File: src/rtl/fp_invsqrt_arb.sv
// fp_invsqrt_arb: round-robin sharing of one fixed-latency bf16 1/sqrt pipe among NUM_REQ lanes
// Ports:
//   clk, rst_n           clock, asynchronous active-low reset
//   en                   allow new grants; in-flight ops always drain
//   req_vld/req_x/req_rdy per-lane request handshake (req_rdy is a one-hot grant)
//   pipe_x/pipe_x_vld    registered operand to the pipe
//   pipe_y/pipe_y_vld    result from the pipe
//   rsp_y/rsp_vld        registered result and one-hot owner pulse
//   busy                 some lane has an op outstanding
//   err                  sticky: pipe result valid disagreed with the tag line
module fp_invsqrt_arb #(
    parameter int NUM_REQ = 4,
    parameter int ID_W    = 2,
    parameter int LATENCY = 17
) (
    input  logic                   clk,
    input  logic                   rst_n,
    input  logic                   en,
    input  logic [NUM_REQ-1:0]     req_vld,
    input  logic [16*NUM_REQ-1:0]  req_x,
    output logic [NUM_REQ-1:0]     req_rdy,
    output logic [15:0]            pipe_x,
    output logic                   pipe_x_vld,
    input  logic [15:0]            pipe_y,
    input  logic                   pipe_y_vld,
    output logic [15:0]            rsp_y,
    output logic [NUM_REQ-1:0]     rsp_vld,
    output logic                   busy,
    output logic                   err
);
    logic [ID_W-1:0]    ptr, gnt_id, x_id, idx;
    logic               gnt;
    logic [NUM_REQ-1:0] outst, elig, ret_mask;
    logic [LATENCY-1:0] tag_vld;
    logic [ID_W-1:0]    tag_id [LATENCY];
    logic               ret;

    // rst_n gating keeps req_rdy low while reset is held
    assign elig = req_vld & ~outst & {NUM_REQ{en & rst_n}};

    always_comb begin
        req_rdy = '0;
        gnt_id  = '0;
        gnt     = 1'b0;
        idx     = '0;
        for (int k = 1; k <= NUM_REQ; k++) begin
            idx = ID_W'((int'(ptr) + k) % NUM_REQ);
            if (!gnt && elig[idx]) begin
                gnt          = 1'b1;
                gnt_id       = idx;
                req_rdy[idx] = 1'b1;
            end
        end
    end

    // The tag line is fed from the registered operand stage, so its last entry
    // lines up with pipe_y_vld for the op that pipe_x_vld launched.
    assign ret      = tag_vld[LATENCY-1] & pipe_y_vld;
    assign ret_mask = ret ? NUM_REQ'(1) << tag_id[LATENCY-1] : '0;
    assign busy     = |outst;

    always_ff @(posedge clk or negedge rst_n) begin
        if (!rst_n) begin
            ptr        <= ID_W'(NUM_REQ - 1);
            outst      <= '0;
            pipe_x     <= '0;
            pipe_x_vld <= 1'b0;
            x_id       <= '0;
            tag_vld    <= '0;
            for (int k = 0; k < LATENCY; k++) tag_id[k] <= '0;
            rsp_y      <= '0;
            rsp_vld    <= '0;
            err        <= 1'b0;
        end else begin
            if (gnt) begin
                ptr    <= gnt_id;
                pipe_x <= req_x[16*gnt_id +: 16];
            end
            pipe_x_vld <= gnt;
            x_id       <= gnt ? gnt_id : '0;
            tag_vld    <= {tag_vld[LATENCY-2:0], pipe_x_vld};
            tag_id[0]  <= x_id;
            for (int k = 1; k < LATENCY; k++) tag_id[k] <= tag_id[k-1];
            outst      <= (outst & ~ret_mask) | req_rdy;
            rsp_vld    <= ret_mask;
            if (ret) rsp_y <= pipe_y;
            if (tag_vld[LATENCY-1] != pipe_y_vld) err <= 1'b1;
        end
    end
endmodule

File: config.mk
export PLATFORM = sky130hd
export DESIGN_NAME = fp_invsqrt_arb
export DESIGN_NICKNAME = d
export VERILOG_FILES = /design/src/rtl/fp_invsqrt_arb.sv
export SDC_FILE = /design/constraint.sdc
export NUM_CORES = 1
export LEC_CHECK = 0
export ABC_AREA = 1
export CAP_MARGIN = 20
export CORE_UTILIZATION = 30
export CTS_CLUSTER_DIAMETER = 50
export DETAILED_ROUTE_END_ITERATION = 7
export SLEW_MARGIN = 5
export SYNTH_ARGS = -nofsm -noshare
export SYNTH_HDL_FRONTEND = slang
export SYNTH_SLANG_ARGS = --single-unit
File: constraint.sdc
create_clock -name clk -period 2.98 [get_ports clk]
set_input_delay 0.596 -clock clk [delete_from_list [all_inputs] [get_ports clk]]
set_output_delay 0.596 -clock clk [all_outputs]
set_load 0.02 [all_outputs]
==> results by group, run 1 <==
STA
  • Clock skew: 0.00573 ns
  • Tcrit/Tclk final: 95.9%
  • Min Clock Period, post-route: 2.86 ns
  • F_max: between 300 and 400 MHz
  • Max Slew Vio Count: 0
  • Worst Setup Slack, final: 0.122 ns
  • Max_slew headroom: 54.5%
  • WHS: approximately 0.34 ns
  • Final setup violation count: 0
  • Slew @ Worst Pin: 0.682 ns
  • RSZ-0062 raised after global routing: false
  • Final hold violations: 0

Clock network
  • CTS tree: done
  • H-tree depth: 3
  • Clock latency on the worst-skew pair: 0.33 ns
  • CTS max path bufs: 2
  • Total CTS buffers: 9
  • Clock Pin Slew Worst Setup and Hold Paths: approximately 0.060 ns
  • Hold_buf cts: 0
  • Root Buffer: clkbuf_16
  • Sink Count: 97

Setup path
  • WP data arrival: 2.26 ns
  • Element type at the critical path start: input port
  • CP Data Required Time: 2.38 ns
  • CP endpoint kind: output port
  • Class of the most critical setup path: in2out
  • Maximum fanout along the worst path: 5

Yosys
  • Cell variety after synth: 29
  • XOR/XNOR Fraction of Synth Area: 0%
  • Top cell type's share of synthesized area: 54.3%
  • Main synth FF type: dfrtp_1
  • EDFF count, synth: 0
  • Post-synth ARST share: 100%
  • Area share of and/or/nand/nor cells after synthesis: between 20% and 30%
  • Synthesized cell area: 4380 µm²
  • Post-synthesis compound-gate area fraction: approximately 2.4%
  • Multiplexer share of the synthesized area: 4.11%
  • Synth Net Count: 574
  • Adder-cell share of the synthesized area: ~2.3%
  • Seq cells post-synth: 97
  • Cell type with the largest total area after synthesis: dfrtp_1
  • Largest family of logic cells by synthesized area: simple AND/OR/NAND/NOR gates
  • Top post-synthesis cells by area: dfrtp_1 (54%), nand2_1 (11%), inv_1 (6.9%)
  • Sequential fraction of the synthesis area: ~55%
  • Syn Inst Count: 478
  • Yosys warns: 0
  • Synth Area per Inst: 9.17 µm²

Power
  • Clock group share of total power: 14.3%
  • Leak Pwr: 0.00321 µW
  • Switch Pwr: 3550 µW
  • Power Internal: 4540 µW
  • Sequential share of power: 26.9%
  • Pwr/cell area: 1260 nW/µm²
  • Switching share of power: 43.9%
  • Gate power share: between 50 and 60%
  • VDD IR max: between 0.0007 and 0.0008 V

Floorplanning
  • Num rows: 43
  • Core Box Area: approximately 14000 µm²
  • Starting Density: roughly 31%
  • Num ports: 131
  • Die Y: 123 µm
  • Die span in x: 123 µm
  • DIE AREA: about 15000 µm²

Global route
  • First-pass GRT wire length: 17.0 mm
  • Vias in the first global route: roughly 3600
  • Largest net degree at the start of global routing: 57
  • GRT Overall Usage: ~14%
  • Final global-route overflow total: 0
  • Initial antenna violation count: 0

Drt
  • Drt first-iter violations: 192
  • Antenna viol nets, final: 0
  • Vias/cell: 4.50
  • WL/cell: ~13 µm
  • Drt drc: 0
  • Routed WL: 10.3 mm
  • Routed vias: 3651
  • Drt pass-1 iters: 4

Layout
  • Multi-input logic area: 1620 µm²
  • Area Overhead vs Synth: 47.1%
  • Post-layout instance count excluding filler cells: 811
  • Commonest cells after routing, fill and taps aside: clkdlybuf4s50_1 (125), nand2_1 (124), dfrtp_1 (95)
  • N_diodes: 0
  • Reg area: between 2000 and 2500 µm²
  • Commonest non-fill, non-tap cell in the layout: clkdlybuf4s50_1
  • Fraction of layout cells with a size suffix above 1: 17.3%
  • FILL cells: 1314
  • # nets final: 722

Status
  • Outcome: complete, no violations

Placement
  • Post-Place Cells: ~800
  • Number of port buffers: 130
  • RD Place Congestion: 0.828
  • DP Wirelength: 7.56 mm
  • Setup WS pre-CTS: -0.419 ns

Run
  • Max-cap check violation count: 0

Hold path
  • Hold WC Path Type: reg2reg
## power groups by stage
| stage | clock network (µW) | logic [µW] | registers, µW |
|---|---|---|---|
| global route | 1270 | 5290 | 2250 |
| finish | 1160 | 4760 | 2180 |
| CTS | 1210 | 4680 | 2190 |
| floorplan | 0 | 2740 | 2450 |
| detailed placement | 0 | 4650 | 2200 |
| global placement | 0 | 4590 | 2180 |
## worst max-delay path, stage by stage
cell and delay (ns):
clkdlybuf4s50_1 0.47, nand2_2 0.09, clkinv_4 0.10, nand3_2 0.09, nand3_1 0.11, nand2_2 0.09, nand3_2 0.12, inv_2 0.07
a221oi_2 0.25, nand2_1 0.10, buf_2 0.17
## cells by family (layout without fill, tap and decap cells)
family | Yosys count | count (layout)
adders and majority gates | 8 | 8
DFF | 97 | 97
buffers and inverters | 104 | 257
and+or+nand+nor | 239 | 239
AOI/OAI and AO/OA | 14 | 14
muxes | 16 | 16
## Yosys cell counts, types with 2 or more instances
| cell | count |
|---|---|
| a221oi_1 | 3 |
| buf_2 | 12 |
| buf_4 | 4 |
| buf_6 | 2 |
| clkbuf_1 | 2 |
| dfrtp_1 | 95 |
| dfstp_2 | 2 |
| ha_1 | 8 |
| inv_1 | 80 |
| inv_2 | 2 |
| inv_4 | 2 |
| mux2_2 | 16 |
| nand2_1 | 127 |
| nand2_2 | 7 |
| nand3_1 | 48 |
| nand3_2 | 7 |
| nand4_1 | 33 |
| nor2_1 | 13 |
| o211ai_1 | 2 |
| o21ai_0 | 4 |
## path summary, 6_finish.rpt
| path | startpoint | endpoint | slack [ns] | cells after the start |
|---|---|---|---|---|
| max | en | req_rdy[3] | 0.12 | 11 |
| min | tag_id[24] | tag_id[22] | 0.34 | 0 |
| max reg2reg | ptr[1] | pipe_x[10] | 0.43 | 16 |
| min reg2reg | tag_id[24] | tag_id[22] | 0.34 | 0 |
| max in group asynchronous | rst_n | tag_id[31] | 1.51 | 3 |
| min in group asynchronous | rst_n | tag_vld[12] | 0.39 | 2 |
## what timing repair did
item	CTS	global route
setup buffers	0	2
gates cloned	0	1
gates resized for setup	24	22
endpoints found under the setup margin	4	4
pin swaps	0	5
## stage by stage
step / total power, µW / util, % / setup TNS, ns / instance area, µm²
6_report: 8100 / 45.9 / 0 / 6440
5_1_grt: 8810 / 45.9 / 0 / 6440
4_1_cts: 8070 / 45.2 / 0 / 6350
3_5_place_dp: 6850 / 42.8 / -1.62 / 6020
3_3_place_gp: 6780 / 42.8 / -1.41 / 6020
2_1_floorplan: 5190 / - / 0 / 4380
## final cells by class
type | instances | area share, %
multi-input combinational | 277 | 25.2
tap | 180 | 3.49
timing repair buffer | 156 | 23.7
clock buffer | 10 | 3.71
clock inverter | 6 | 1.11
sequential | 97 | 37.7
inverter | 84 | 5.01
timing repair inverter | 1 | 0.0971
## registers in the layout, indices dropped and copies added (netlist names)
signal / count
x_id: 2
err: 1
pipe_x: 16
outst: 4
rsp_vld: 4
tag_id: 34
pipe_x_vld: 1
ptr: 2
rsp_y: 16
tag_vld: 17
## per-layer routing
metal / vias to the layer above / share of wire (%) / global-route usage [%]
li1: 1802 / - / -
met1: 1696 / 45 / 18.5
met2: 137 / 46 / 22.8
met3: 16 / 8.0 / 5.58
met4: 0 / 1.1 / 3.66
met5: - / 0 / 0
No activity file was read; power rests on OpenSTA's default activity.
==> run 2: changes to the inputs <==
clock period = 3 ns   (was 2.98 ns; I/O delays follow)
==> run 2 against run 1 <==
First-iteration DRC count fell by 21%; die area did not move; highest routed layer unchanged; critical endpoint unchanged; count of clock-buffer cells in the layout fell by 1; clock power fell by 5%; routed wire length barely moved; largest cell class unchanged.
==> results by group, run 2 (same netlist as run 1, synthesis figures left out) <==
Status
  • Outcome: complete, no violations

Layout
  • Most flops, register: tag_id
  • FILL cells: 1340
  • Area Overhead vs Synth: 45.8%
  • # nets final: ~720
  • Fraction of layout cells with a size suffix above 1: 16.8%
  • N_diodes: 0
  • Reg area: 2430 µm²
  • Biggest regs: tag_id: 34 flops, tag_vld: 17 flops
  • Post-layout instance count excluding filler cells: 810
  • Largest register FFs: 34
  • Commonest non-fill, non-tap cell in the layout: clkdlybuf4s50_1
  • Commonest cells after routing, fill and taps aside: clkdlybuf4s50_1 (125), nand2_1 (124), dfrtp_1 (95)
  • Multi-input logic area: 1590 µm²

Power
  • Switching share of power: between 40 and 50%
  • Clock group share of total power: 13.9%
  • Sequential share of power: 27.3%
  • Switch Pwr: 3540 µW
  • Leak Pwr: 0.00319 µW
  • Power Internal: between 4000 and 5000 µW
  • Pwr/cell area: 1240 nW/µm²
  • VDD IR max: between 0.0007 and 0.0008 V
  • Gate power share: 58.8%

Setup path
  • Maximum fanout along the worst path: 5
  • Critical R2R Launch: ptr[0]
  • WP data arrival: 2.33 ns
  • CP endpoint kind: output port
  • Class of the most critical setup path: in2out
  • Crit. Startpoint: en
  • CP Data Required Time: 2.40 ns
  • Element type at the critical path start: input port

Clock network
  • Sink Count: 97
  • CTS tree: done
  • Root Buffer: clkbuf_16
  • Hold_buf cts: 0
  • CTS max path bufs: 2
  • Clock Pin Slew Worst Setup and Hold Paths: 0.07 ns
  • Clock latency on the worst-skew pair: about 0.33 ns
  • Total CTS buffers: 9
  • H-tree depth: 3

Floorplanning
  • Die Y: 123 µm
  • Num ports: 131
  • Die span in x: 123 µm
  • Num rows: 43
  • Core Box Area: 14000 µm²
  • Starting Density: about 31%
  • DIE AREA: 15100 µm²

STA
  • Slew @ Worst Pin: 0.670 ns
  • Final setup violation count: 0
  • Tcrit/Tclk final: a little over nine tenths
  • Clock skew: 0.00337 ns
  • F_max: approximately 340 MHz
  • Min Clock Period, post-route: a little under 3 ns
  • Max_slew headroom: 55.3%
  • Max Slew Vio Count: 0
  • Final hold violations: 0
  • Worst Setup Slack, final: 0.0663 ns

Placement
  • RD Place Congestion: around 0.83
  • Post-Place Cells: 791
  • Setup WS pre-CTS: -0.442 ns
  • Number of port buffers: 130
  • DP Wirelength: 7.58 mm

Global route
  • Initial antenna violation count: 0
  • GRT Overall Usage: 14.5%
  • First-pass GRT wire length: 17.1 mm
  • Largest net degree at the start of global routing: 57
  • Vias in the first global route: 3669
  • Final global-route overflow total: 0

Hold path
  • Hold WC Path Type: reg2reg
  • HP Start: tag_id[5]

Run
  • Max-cap check violation count: 0

Drt
  • Drt pass-1 iters: 4
  • WL/cell: 12.7 µm
  • Drt first-iter violations: around 150
  • Vias/cell: 4.56
  • Routed WL: 10.3 mm
  • Drt drc: 0
  • Antenna viol nets, final: 0
  • Routed vias: 3690
run 2: cell types whose count changed in the layout (fill, tap and decap cells not counted), sizes merged:
cell / before / now
clkinvlp: 1 / 0
buf: 31 / 30
clkbuf: 10 / 9
inv: 87 / 89
bufinv: 1 / 0
clkinv: 2 / 3
run 2: critical path: stages:
cell and delay, ns:
clkdlybuf4s50_1 0.48, nand2_2 0.09, clkinv_2 0.10, nand3_2 0.11, nand3_1 0.10, nand2_2 0.10, nand3_2 0.12, inv_2 0.07
a221oi_2 0.30, nand2_1 0.10, buf_2 0.17
run 2: final timing paths:
kind / end / slack (ns) / depth (start not counted)
setup / recovery: req_rdy[3] / 0.07 / 11
hold reg to reg: tag_id[3] / 0.35 / 0
hold / removal: tag_id[3] / 0.35 / 0
setup reg to reg: pipe_x[7] / 0.52 / 12
min in group asynchronous: tag_vld[10] / 0.40 / 2
max in group asynchronous: tag_id[5] / 1.54 / 3
run 2: what timing repair did:
action | CTS | global route
gates resized for setup | 23 | 15
setup buffers | 1 | 1
setup endpoints to repair | 4 | 4
gates cloned | 0 | 1
pin swaps | 1 | 4
hold endpoints to repair | 0 | 0
run 2: area by class of cell:
type                            instances  share of cell area (%)
Multi-Input combinational cell        277                    24.9
Clock buffer                            9                    3.53
Timing Repair Buffer                  155                    23.8
Tap cell                              180                    3.53
Inverter                               84                    5.05
Clock inverter                          7                    1.08
Timing Repair inverter                  1                  0.0783
Sequential cell                        97                    38.0
run 2: routing by layer:
layer / global-route usage [%] / up-vias / routed length [µm]
met1: 17.5 / 1732 / 4370
met4: 4.57 / 0 / 114
met3: 4.88 / 13 / 869
met5: 0 / - / 0
li1: - / 1803 / -
met2: 24.4 / 142 / 4910
run 2: through the flow:
stage / setup TNS, ns / utilization, % / cell area, µm² / hold WS (ns) / total power, µW
after global placement: -1.30 / 42.8 / 6010 / 0.333 / 6700
after detailed placement: -1.63 / 42.8 / 6010 / 0.335 / 6770
final: 0 / 45.5 / 6390 / 0.348 / 7930
after floorplan: 0 / - / 4380 / 0.304 / 5160
after global routing: -0.0258 / 45.5 / 6390 / 0.353 / 8660
after CTS: -0.00848 / 45.2 / 6350 / 0.344 / 7980
run 2: power groups by stage:
stage	Sequential (µW)	Combinational, µW	Clock [µW]
after floorplan	2440	2720	0
after global placement	2170	4530	0
after detailed placement	2190	4590	0
after CTS	2180	4650	1150
after global routing	2240	5220	1200
final	2160	4660	1100
